`src/rtl/multi_debouncer_if.sv`:
```
// Signal bundle for multi_debouncer: sample strobe and raw inputs in,
// debounced levels, edge pulses and busy flags out.
interface multi_debouncer_if #(
  parameter int unsigned CHANNELS = 4
);
  logic                SampleEn;
  logic [CHANNELS-1:0] DataIn;
  logic [CHANNELS-1:0] DataOut;
  logic [CHANNELS-1:0] Rise;
  logic [CHANNELS-1:0] Fall;
  logic [CHANNELS-1:0] Busy;
  logic                Changed;

  modport master (
    output SampleEn, DataIn,
    input  DataOut, Rise, Fall, Busy, Changed
  );

  modport slave (
    input  SampleEn, DataIn,
    output DataOut, Rise, Fall, Busy, Changed
  );
endinterface

```
`src/rtl/multi_debouncer.sv`:
```
// Per-channel synchroniser plus symmetric counting debouncer. Each output flips only after
// STABLE_SAMPLES consecutive strobed samples that disagree with it.
module multi_debouncer #(
  parameter int unsigned CHANNELS       = 4,
  parameter int unsigned STABLE_SAMPLES = 4,
  parameter int unsigned SYNC_STAGES    = 2
) (
  input  logic                Clock,
  input  logic                Reset,
  multi_debouncer_if.slave    bus
);

  localparam int unsigned   CntW   = (STABLE_SAMPLES > 1) ? $clog2(STABLE_SAMPLES) : 1;
  localparam logic [CntW-1:0] CntMax = CntW'(STABLE_SAMPLES - 1);

  logic [CHANNELS-1:0] r_sync [SYNC_STAGES];
  logic [CntW-1:0]     r_cnt  [CHANNELS];
  logic [CntW-1:0]     w_cnt_d[CHANNELS];
  logic [CHANNELS-1:0] r_out, w_out_d;
  logic [CHANNELS-1:0] r_rise, w_rise_d;
  logic [CHANNELS-1:0] r_fall, w_fall_d;
  logic [CHANNELS-1:0] w_s;
  logic [CHANNELS-1:0] w_busy;

  // Synchroniser runs every clock, independent of the sample strobe.
  always_ff @(posedge Clock or posedge Reset) begin
    if (Reset) begin
      for (int k = 0; k < SYNC_STAGES; k++) r_sync[k] <= '0;
    end else begin
      r_sync[0] <= bus.DataIn;
      for (int k = 1; k < SYNC_STAGES; k++) r_sync[k] <= r_sync[k-1];
    end
  end

  assign w_s = r_sync[SYNC_STAGES-1];

  always_comb begin
    w_out_d  = r_out;
    w_rise_d = '0;
    w_fall_d = '0;
    w_busy   = '0;
    for (int i = 0; i < CHANNELS; i++) begin
      w_cnt_d[i] = r_cnt[i];
      w_busy[i]  = (r_cnt[i] != '0);
      if (bus.SampleEn) begin
        if (w_s[i] == r_out[i]) begin
          w_cnt_d[i] = '0;
        end else if (r_cnt[i] == CntMax) begin
          // Disagreement has persisted long enough: adopt the synchronised level.
          w_out_d[i]  = w_s[i];
          w_cnt_d[i]  = '0;
          w_rise_d[i] = w_s[i];
          w_fall_d[i] = ~w_s[i];
        end else begin
          w_cnt_d[i] = r_cnt[i] + CntW'(1);
        end
      end
    end
  end

  always_ff @(posedge Clock or posedge Reset) begin
    if (Reset) begin
      for (int i = 0; i < CHANNELS; i++) r_cnt[i] <= '0;
      r_out  <= '0;
      r_rise <= '0;
      r_fall <= '0;
    end else begin
      for (int i = 0; i < CHANNELS; i++) r_cnt[i] <= w_cnt_d[i];
      r_out  <= w_out_d;
      r_rise <= w_rise_d;
      r_fall <= w_fall_d;
    end
  end

  assign bus.DataOut = r_out;
  assign bus.Rise    = r_rise;
  assign bus.Fall    = r_fall;
  assign bus.Busy    = w_busy;
  assign bus.Changed = |(r_rise | r_fall);

endmodule

```
`src/flat_wrapper.sv`:
```
// flat-port wrapper written by rule: the top's interface ports become plain ports
module multi_debouncer_flat 
#(
  parameter int unsigned CHANNELS       = 4,
  parameter int unsigned STABLE_SAMPLES = 4,
  parameter int unsigned SYNC_STAGES    = 2
)
  (Clock, Reset, bus_SampleEn, bus_DataIn, bus_DataOut, bus_Rise, bus_Fall, bus_Busy, bus_Changed);
  multi_debouncer_if #(.CHANNELS(CHANNELS)) bus_i ();
  input  logic Clock;
  input  logic Reset;
  input wire logic [$bits(bus_i.SampleEn)-1:0] bus_SampleEn;
  input wire logic [$bits(bus_i.DataIn)-1:0] bus_DataIn;
  output wire logic [$bits(bus_i.DataOut)-1:0] bus_DataOut;
  output wire logic [$bits(bus_i.Rise)-1:0] bus_Rise;
  output wire logic [$bits(bus_i.Fall)-1:0] bus_Fall;
  output wire logic [$bits(bus_i.Busy)-1:0] bus_Busy;
  output wire logic [$bits(bus_i.Changed)-1:0] bus_Changed;
  assign bus_i.SampleEn = bus_SampleEn;
  assign bus_i.DataIn = bus_DataIn;
  assign bus_DataOut = bus_i.DataOut;
  assign bus_Rise = bus_i.Rise;
  assign bus_Fall = bus_i.Fall;
  assign bus_Busy = bus_i.Busy;
  assign bus_Changed = bus_i.Changed;
  multi_debouncer #(.CHANNELS(CHANNELS), .STABLE_SAMPLES(STABLE_SAMPLES), .SYNC_STAGES(SYNC_STAGES)) u_core (.Clock(Clock), .Reset(Reset), .bus(bus_i));
endmodule
```
`config.mk`:
```
export PLATFORM = sky130hd
export DESIGN_NAME = multi_debouncer_flat
export DESIGN_NICKNAME = d
export VERILOG_FILES = /design/src/rtl/multi_debouncer_if.sv /design/src/rtl/multi_debouncer.sv /design/src/flat_wrapper.sv
export SDC_FILE = /design/constraint.sdc
export NUM_CORES = 1
export LEC_CHECK = 0
export CAP_MARGIN = 20
export CORE_MARGIN = 2
export CORE_UTILIZATION = 40
export DETAILED_ROUTE_END_ITERATION = 10
export PLACE_DENSITY_LB_ADDON = 0.15
export SYNTH_ARGS = -nofsm -noshare
export SYNTH_HDL_FRONTEND = slang
export SYNTH_SLANG_ARGS = --single-unit
```
`constraint.sdc`:
```
create_clock -name Clock -period 1.4 [get_ports Clock]
set_input_delay 0.28 -clock Clock [delete_from_list [all_inputs] [get_ports Clock]]
set_output_delay 0.28 -clock Clock [all_outputs]
set_load 0.01 [all_outputs]
```
# [After elaboration in Yosys (flattened, before gate mapping)]
# Cells that the tools add are included.
[classes] n_addsub=4 n_eq_ne=8 mux=32 bitwise=9 n_reduce_logical=9
[ops] cell="1-bit 2-to-1 mux" n=24
[ops] cell="2-bit 2-to-1 mux" n=8
[ops] cell="3-bit AND reduction" n=4
[ops] cell="2-bit by 1-bit adder with 2-bit output, second input constant" n=4
[ops] cell="2-bit equality test, second input constant" n=4
[ops] cell="1-bit NOT" n=8
[ops] cell="2-bit nonzero test" n=4
[ops] cell="1-bit equality test" n=4
[ops] cell="4-bit OR" n=1
[ops] cell="4-bit OR reduction" n=1
[totals] register_bits=28 inputBits=7 out_inout_bits=17 wordCells=74

# [Depth between registers and ports, before layout]
# Gate-level depths: netlist of the first run.
[logic_depth] depth_word=4 ltp_mapped=4 mapped_depth_nobuf=4

# [Least setup slack after synthesis of the first run]
# Ideal clock, no wire load.
[synth_path] path_type="reg2reg" from="reg u_core.r_cnt[6] (netlist bit)" to="reg u_core.r_out[0] (netlist: u_core.bus.DataOut[0])" arrival_time_ps=984 path_slack_ps=291 path_stages_with_launch=4 path_buffers=0 synth_period_minus_slack_ps=1109 path_cell_list="dfrtp_1 > ha_1 > nand2_1 > mux2_2"
[synth_between] elab_chain_len=2
[synth_lines] element="start, declared" line="multi_debouncer.sv:17" text="logic [CntW-1:0] r_cnt [CHANNELS];"
[synth_lines] element="2-bit equality test" line="multi_debouncer.sv:48" text="end else if (r_cnt[i] == CntMax) begin"
[synth_lines] element="3-bit AND reduction (no source line)"
[synth_lines] element="end signal, assigned" line="multi_debouncer.sv:69" text="r_out <= w_out_d;"
[synth_lines] element="end, declared" line="multi_debouncer.sv:19" text="logic [CHANNELS-1:0] r_out, w_out_d;"
# No other way between the ends.
# A chain may end at the register's enable or synchronous reset.

# [Final worst setup path of the first run]
[layout_path] from="reg u_core.r_fall[2] (netlist: u_core.bus.Fall[2])" to="out bus_Changed"
[layout_between] elab_chain_len=2
[layout_lines] element="start, declared" line="multi_debouncer.sv:21" text="logic [CHANNELS-1:0] r_fall, w_fall_d;"
[layout_lines] element="start signal, assigned" line="multi_debouncer.sv:71" text="r_fall <= w_fall_d;"
[layout_lines] element="4-bit OR" line="multi_debouncer.sv:79" text="assign bus.Changed = |(r_rise | r_fall);"
[layout_lines] element="4-bit OR reduction" line="multi_debouncer.sv:79"
[layout_lines] element="end, declared" line="flat_wrapper.sv:18" text="output wire logic [$bits(bus_i.Changed)-1:0] bus_Changed;"
# No other way between the ends.

==> impl_metrics.env, run 1 <==
export IMPL_die_area_um2=3330
export IMPL_synth_compound_area_share_pct=5.97
export IMPL_areaGrowthSynthToFinish_pct=47.2
export IMPL_power_density_nw_per_um2=1850
export IMPL_dpl_cell_area_um2=1540
export IMPL_start_kind="register"
export IMPL_ios=24
export IMPL_place_congestion=0.677
export IMPL_nNetsFinal=158
export IMPL_via_count=822
export IMPL_io_buffers=23
export IMPL_drc=0
export IMPL_firstDrtPassIters=4
export IMPL_wl_per_cell_um=11.5
export IMPL_yosysUniqueCellTypes=13
export IMPL_worstReg2RegEnd="u_core.r_cnt[6]"
export IMPL_worst_slack_ps=-68.9
export IMPL_cts_root_buf="clkbuf_4"
export IMPL_synthCells=90
export IMPL_total_leakage_power_nw=0.849
export IMPL_synthMuxAreaShare_pct=3.91
export IMPL_cp_end_kind="primary output"
export IMPL_antenna_left=0
export IMPL_r2r_slack_ps=30
export IMPL_r2r_start="u_core.r_cnt[7]"
export IMPL_grt_start_max_net_pins=29
export IMPL_synth_fa_ha_area_share_pct=8.69
export IMPL_fin_crit_ps=1470
export IMPL_syn_num_nets=105
export IMPL_finalCritPeriodShare_pct=105
export IMPL_ys_seq_area_share_pct=60.8
export IMPL_clk_path_buf_depth=2
export IMPL_synth_area_um2=1150
export IMPL_fillers=238
export IMPL_insertedDiodeCount=0
export IMPL_first_global_vias=846
export IMPL_postSynthAreaPerCell_um2=12.8
export IMPL_finalMaxSlewViolations=0
export IMPL_place_detailed_hpwl_um=1470
export IMPL_cts_hold_buffers=0
export IMPL_rows=19
export IMPL_grt_pass1_wl_um=3470
export IMPL_antenna_found_initial=0
export IMPL_clk_pin_slew_worst_paths_ps=140
export IMPL_die_x_um=57.7
export IMPL_critPathLaunch="u_core.bus.Fall[2]"
export IMPL_critical_path_required_ps=1120
export IMPL_cts_sinks=28
export IMPL_grt_overflow_total=0
export IMPL_slew_headroom_pct=77.2
export IMPL_path_cells="nor4_2 > nand2_1 > buf_2"
export IMPL_status="finished with violations"
export IMPL_synth_top_family_by_area="simple AND/OR/NAND/NOR gates"
export IMPL_reg2reg_depth=5
export IMPL_fin_area_um2=1700
export IMPL_finalHoldViolCount=0
export IMPL_cp_arrival_ps=1190
export IMPL_max_freq_mhz=681
export IMPL_worstSetupPathType="register to primary output"
export IMPL_initial_core_util_pct=41.8
export IMPL_vias_per_cell=4.75
export IMPL_drt_initial_drc_count=10
export IMPL_synth_seq_cells=28
export IMPL_worstPathMaxFanout=2
export IMPL_routed_wl_um=2000
export IMPL_core_um2=2760
export IMPL_rsz0062_at_grt="true"
export IMPL_drive_gt1_share_pct=45.1
export IMPL_cts_tree="done"
export IMPL_h_tree_depth=1
export IMPL_pre_cts_ws_ps=-83.8
export IMPL_fp_dieH_um=57.7
export IMPL_cts_made_buffers=3
export IMPL_finalClockSkew_ps=4.75
export IMPL_max_stage_delay_ps=410
export IMPL_ys_warnings_count=0
export IMPL_grt_use_total_pct=13.5
export IMPL_setup_viol=1
export IMPL_synth_xor_area_share_pct=3.04
export IMPL_violations="negative setup slack"
export IMPL_clk_latency_ps=310
export IMPL_worst_ir_drop_vdd_mv=1.29
export IMPL_max_cap_viol_count=0
export IMPL_worstMarginPinSlew_ps=341
export IMPL_cp_endpoint="bus_Changed"
export IMPL_yosys_area_share_simple_pct=12.3
export IMPL_slowest_stage="dfrtp_1"
export IMPL_hp_class="input pin to asynchronous set/reset pin"
==> power breakdown <==
part / switching, W / leakage (nW) / internal (W)
combinational: 0.000684 / 0.469 / 0.000973
clock: 0.000211 / 0.0210 / 0.000159
sequential: 0.000120 / 0.358 / 0.000999
==> metal layers <==
metal	share of wire (%)	wire (um)	track usage, %	vias to the layer above
li1	-	-	-	407
met1	46	908	17.1	396
met2	48	966	23.4	17
met3	4.9	98	2.23	2
met4	1.1	21	4.98	0
met5	0	0	0	-
==> registers in the layout, indices dropped and copies added (netlist names) <==
name,cells
u_core.bus.Fall,4
u_core.bus.DataOut,4
u_core.r_sync,4
u_core.w_s,4
u_core.bus.Rise,4
u_core.r_cnt,8
==> per-stage QoR <==
step | util (%) | std cells | TNS (ps) | power (W) | hold slack [ps]
after floorplan | - | 90 | 0 | 0.00177 | 311
after detailed placement | 56.0 | 160 | -681 | 0.00245 | 337
final | 61.5 | 173 | -68.9 | 0.00315 | 301
after CTS | 57.5 | 170 | -109 | 0.00284 | 298
after global placement | 56.0 | 160 | -406 | 0.00239 | 331
after global routing | 61.5 | 173 | -242 | 0.00342 | 325
==> cells in the mapped netlist <==
cell type   n  share of area, %
buf_2       1              0.43
buf_4       1              0.65
dfrtp_1    28                61
ha_1        8               8.7
inv_1      13               4.2
mux2_2      4               3.9
nand2_1     9               2.9
nor3b_1     8               5.2
nor4_1      2               1.1
o22ai_1     5               2.7
o22ai_2     3               3.3
or3b_1      4               3.0
xnor2_1     4               3.0
==> cells by family after synthesis <==
family | Yosys count
multiplexers | 4
buffers and inverters | 15
XOR/XNOR | 4
adder cells (fa/ha/maj) | 8
AND/OR/NAND/NOR | 23
flip-flops | 28
AO/OA/AOI/OAI | 8
==> critical path: cells and delay by family (launching register included) <==
kind                   cells  cell delay [ps]
DFF                        1              410
buffers and inverters      1              140
and+or+nand+nor            2              330
==> cell type report <==
| cell class | instances | area, um^2 | share of cell area, % |
|---|---|---|---|
| Clock buffer | 4 | 36.3 | 2.14 |
| Inverter | 13 | 48.8 | 2.88 |
| Multi-Input combinational cell | 47 | 458 | 27.0 |
| Sequential cell | 28 | 701 | 41.3 |
| Tap cell | 31 | 38.8 | 2.29 |
| Timing Repair Buffer | 50 | 414 | 24.4 |
==> worst min-delay path by stage <==
stage / to / cells past startpoint / slack (ps) / startpoint
2_1_floorplan: u_core.r_sync[4] / 0 / 310 / bus_DataIn[0]
3_3_place_gp: u_core.w_s[0] / 0 / 330 / u_core.r_sync[4]
3_5_place_dp: u_core.w_s[3] / 0 / 340 / u_core.r_sync[7]
4_1_cts: u_core.r_sync[6] / 3 / 300 / Reset
5_1_grt: u_core.r_sync[6] / 3 / 320 / Reset
6_report: u_core.r_sync[6] / 3 / 300 / Reset
==> placed cells by master (no fill, tap or decap), types with 2 or more instances in the layout <==
cell type and instances:
dfrtp_1 28, nand2_1 8, or3b_1 4, nor4_2 2, ha_1 3, buf_4 27, xnor2_1 4, mux2_2 4
o22ai_1 5, ha_4 4, dlygate4sd2_1 11, nor3b_1 8, clkbuf_4 3, clkdlybuf4s50_1 6, inv_2 12, buf_6 4
o22ai_2 3
==> timing repair <==
item                                    4_1_cts  5_1_grt
gates resized for setup                      38       24
endpoints found under the setup margin       17        6
buffers inserted                              6        3
pin swaps                                     2        4
Power figures use the tool's default switching activity.
==> inputs of run 2 (changes only) <==
- CORE_MARGIN: 2 -> 5
- CORE_UTILIZATION: 40 -> 49
- HOLD_SLACK_MARGIN: default -> 0.02
==> impl_metrics.env, run 2 (synthesized netlist as in run 1, its figures left out) <==
export IMPL_largest_register="u_core.r_cnt"
export IMPL_power_frac_seq_pct=33.1
export IMPL_cts_tree="done"
export IMPL_top_layer="met4"
export IMPL_dr_wl_met2_um=1250
export IMPL_die_area_um2=3420
export IMPL_areaGrowthSynthToFinish_pct=54.1
export IMPL_clk_latency_ps=330
export IMPL_first_global_vias=886
export IMPL_grt_use_total_pct=15.8
export IMPL_fin_crit_ps=1510
export IMPL_status="finished with violations"
export IMPL_grt_pass1_wl_um=4020
export IMPL_seq_area_um2=701
export IMPL_nNetsFinal=164
export IMPL_cts_root_buf="clkbuf_4"
export IMPL_finalClockSkew_ps=12.8
export IMPL_start_kind="register"
export IMPL_critical_path_required_ps=1120
export IMPL_layout_commonest_cell="buf_4"
export IMPL_drive_gt1_share_pct=52.0
export IMPL_power_switching_w=0.00110
export IMPL_power_density_nw_per_um2=1920
export IMPL_cts_hold_buffers=0
export IMPL_place_detailed_hpwl_um=1520
export IMPL_mostFrequentLayoutCells="30 x buf_4, 28 x dfrtp_1, 12 x inv_2"
export IMPL_violations="negative setup slack"
export IMPL_multi_input_area_um2=464
export IMPL_rows=17
export IMPL_wl_per_cell_um=13.6
export IMPL_via_count=855
export IMPL_vias_per_cell=4.86
export IMPL_slew_headroom_pct=79.4
export IMPL_clk_pin_slew_worst_paths_ps=150
export IMPL_cts_made_buffers=3
export IMPL_swShare_pct=32.3
export IMPL_finalMaxSlewViolations=0
export IMPL_place_congestion=0.728
export IMPL_finalHoldViolCount=0
export IMPL_insertedDiodeCount=0
export IMPL_p_int_w=0.00231
export IMPL_worstMarginPinSlew_ps=307
export IMPL_cts_sinks=28
export IMPL_max_cap_viol_count=0
export IMPL_wl_met3_um=93
export IMPL_ios=24
export IMPL_worstSetupPathType="register to primary output"
export IMPL_fp_dieH_um=58.5
export IMPL_grt_start_max_net_pins=29
export IMPL_largest_register_ffs=8
export IMPL_worst_ir_drop_vdd_mv=1.31
export IMPL_max_freq_mhz=664
export IMPL_io_buffers=23
export IMPL_drt_initial_drc_count=9
export IMPL_comb_power_share_pct=51.6
export IMPL_rsz0062_at_grt="true"
export IMPL_finalCritPeriodShare_pct=108
export IMPL_holdWs_ps=271
export IMPL_antenna_found_initial=0
export IMPL_total_leakage_power_nw=0.878
export IMPL_routed_wl_um=2390
export IMPL_initial_core_util_pct=51.6
export IMPL_h_tree_depth=1
export IMPL_drc=0
export IMPL_fillers=134
export IMPL_die_x_um=58.5
export IMPL_slowest_stage="dfrtp_1"
export IMPL_core_um2=2230
export IMPL_p_total_w=0.00342
export IMPL_antenna_left=0
export IMPL_cp_end_kind="primary output"
export IMPL_cp_arrival_ps=1230
export IMPL_clk_path_buf_depth=2
export IMPL_worstPathMaxFanout=2
export IMPL_setup_viol=2
export IMPL_wl_met1_um=989
export IMPL_hp_class="input pin to asynchronous set/reset pin"
export IMPL_grt_overflow_total=0
export IMPL_firstDrtPassIters=4
export IMPL_max_stage_delay_ps=410
export IMPL_worst_slack_ps=-106
export IMPL_path_cells="nor4_2 > nand2_1 > buf_2"
export IMPL_clkPwrFrac_pct=15.3
## run 2: area by class of cell
cell class              count  area share (%)
flip-flops and latches     28            39.5
repair buffers             56            26.7
multi-input cells          47            26.1
inverters                  13            2.75
well taps                  28            1.97
clock inverters             1            1.69
clock buffers               3            1.27
## run 2: path summary, 6_finish.rpt
| path | from | end | slack [ps] | cells past startpoint |
|---|---|---|---|---|
| min | Reset | u_core.bus.Fall[0] | 270 | 3 |
| max in group asynchronous | Reset | u_core.w_s[2] | 970 | 3 |
| max | u_core.bus.Fall[2] | bus_Changed | -110 | 3 |
| min reg2reg | u_core.r_sync[5] | u_core.w_s[1] | 370 | 0 |
| max reg2reg | u_core.r_cnt[2] | u_core.bus.DataOut[2] | 70 | 4 |
| min in group Clock | bus_DataIn[1] | u_core.r_sync[5] | 360 | 1 |
## run 2: through the flow
stage	setup TNS [ps]	worst slack [ps]	instances	utilization (%)	area, um^2
global route	-437	-226	176	79.5	1780
detailed placement	-875	-129	160	71.1	1590
finish	-106	-106	176	79.5	1780
floorplan	0	291	90	-	1150
global placement	-647	-113	160	71.1	1590
CTS	-142	-122	174	77.5	1730
## run 2: worst max-delay path: cells and delay by family, from the launching register on
kind	cells	cell delay, ps
buffers and inverters	1	140
flip-flops	1	410
AND/OR/NAND/NOR	2	350
## run 2: layer usage
| metal | GRT usage, % | up-vias |
|---|---|---|
| met5 | 0 | - |
| met4 | 6.95 | 0 |
| met3 | 2.19 | 6 |
| met2 | 26.6 | 20 |
| met1 | 20.2 | 415 |
| li1 | - | 414 |
## run 2: repair_timing
item	CTS	global route
gates resized for setup	62	22
setup buffers	10	4
setup endpoints to repair	17	13
pin swaps	4	4
## run 2: power groups by stage
stage	Sequential, W	Clock [W]	Combinational [W]
floorplan	0.00118	0	0.000597
global placement	0.00115	0	0.00123
detailed placement	0.00117	0	0.00128
CTS	0.00111	0.000534	0.00160
global route	0.00116	0.000576	0.00194
finish	0.00113	0.000522	0.00176
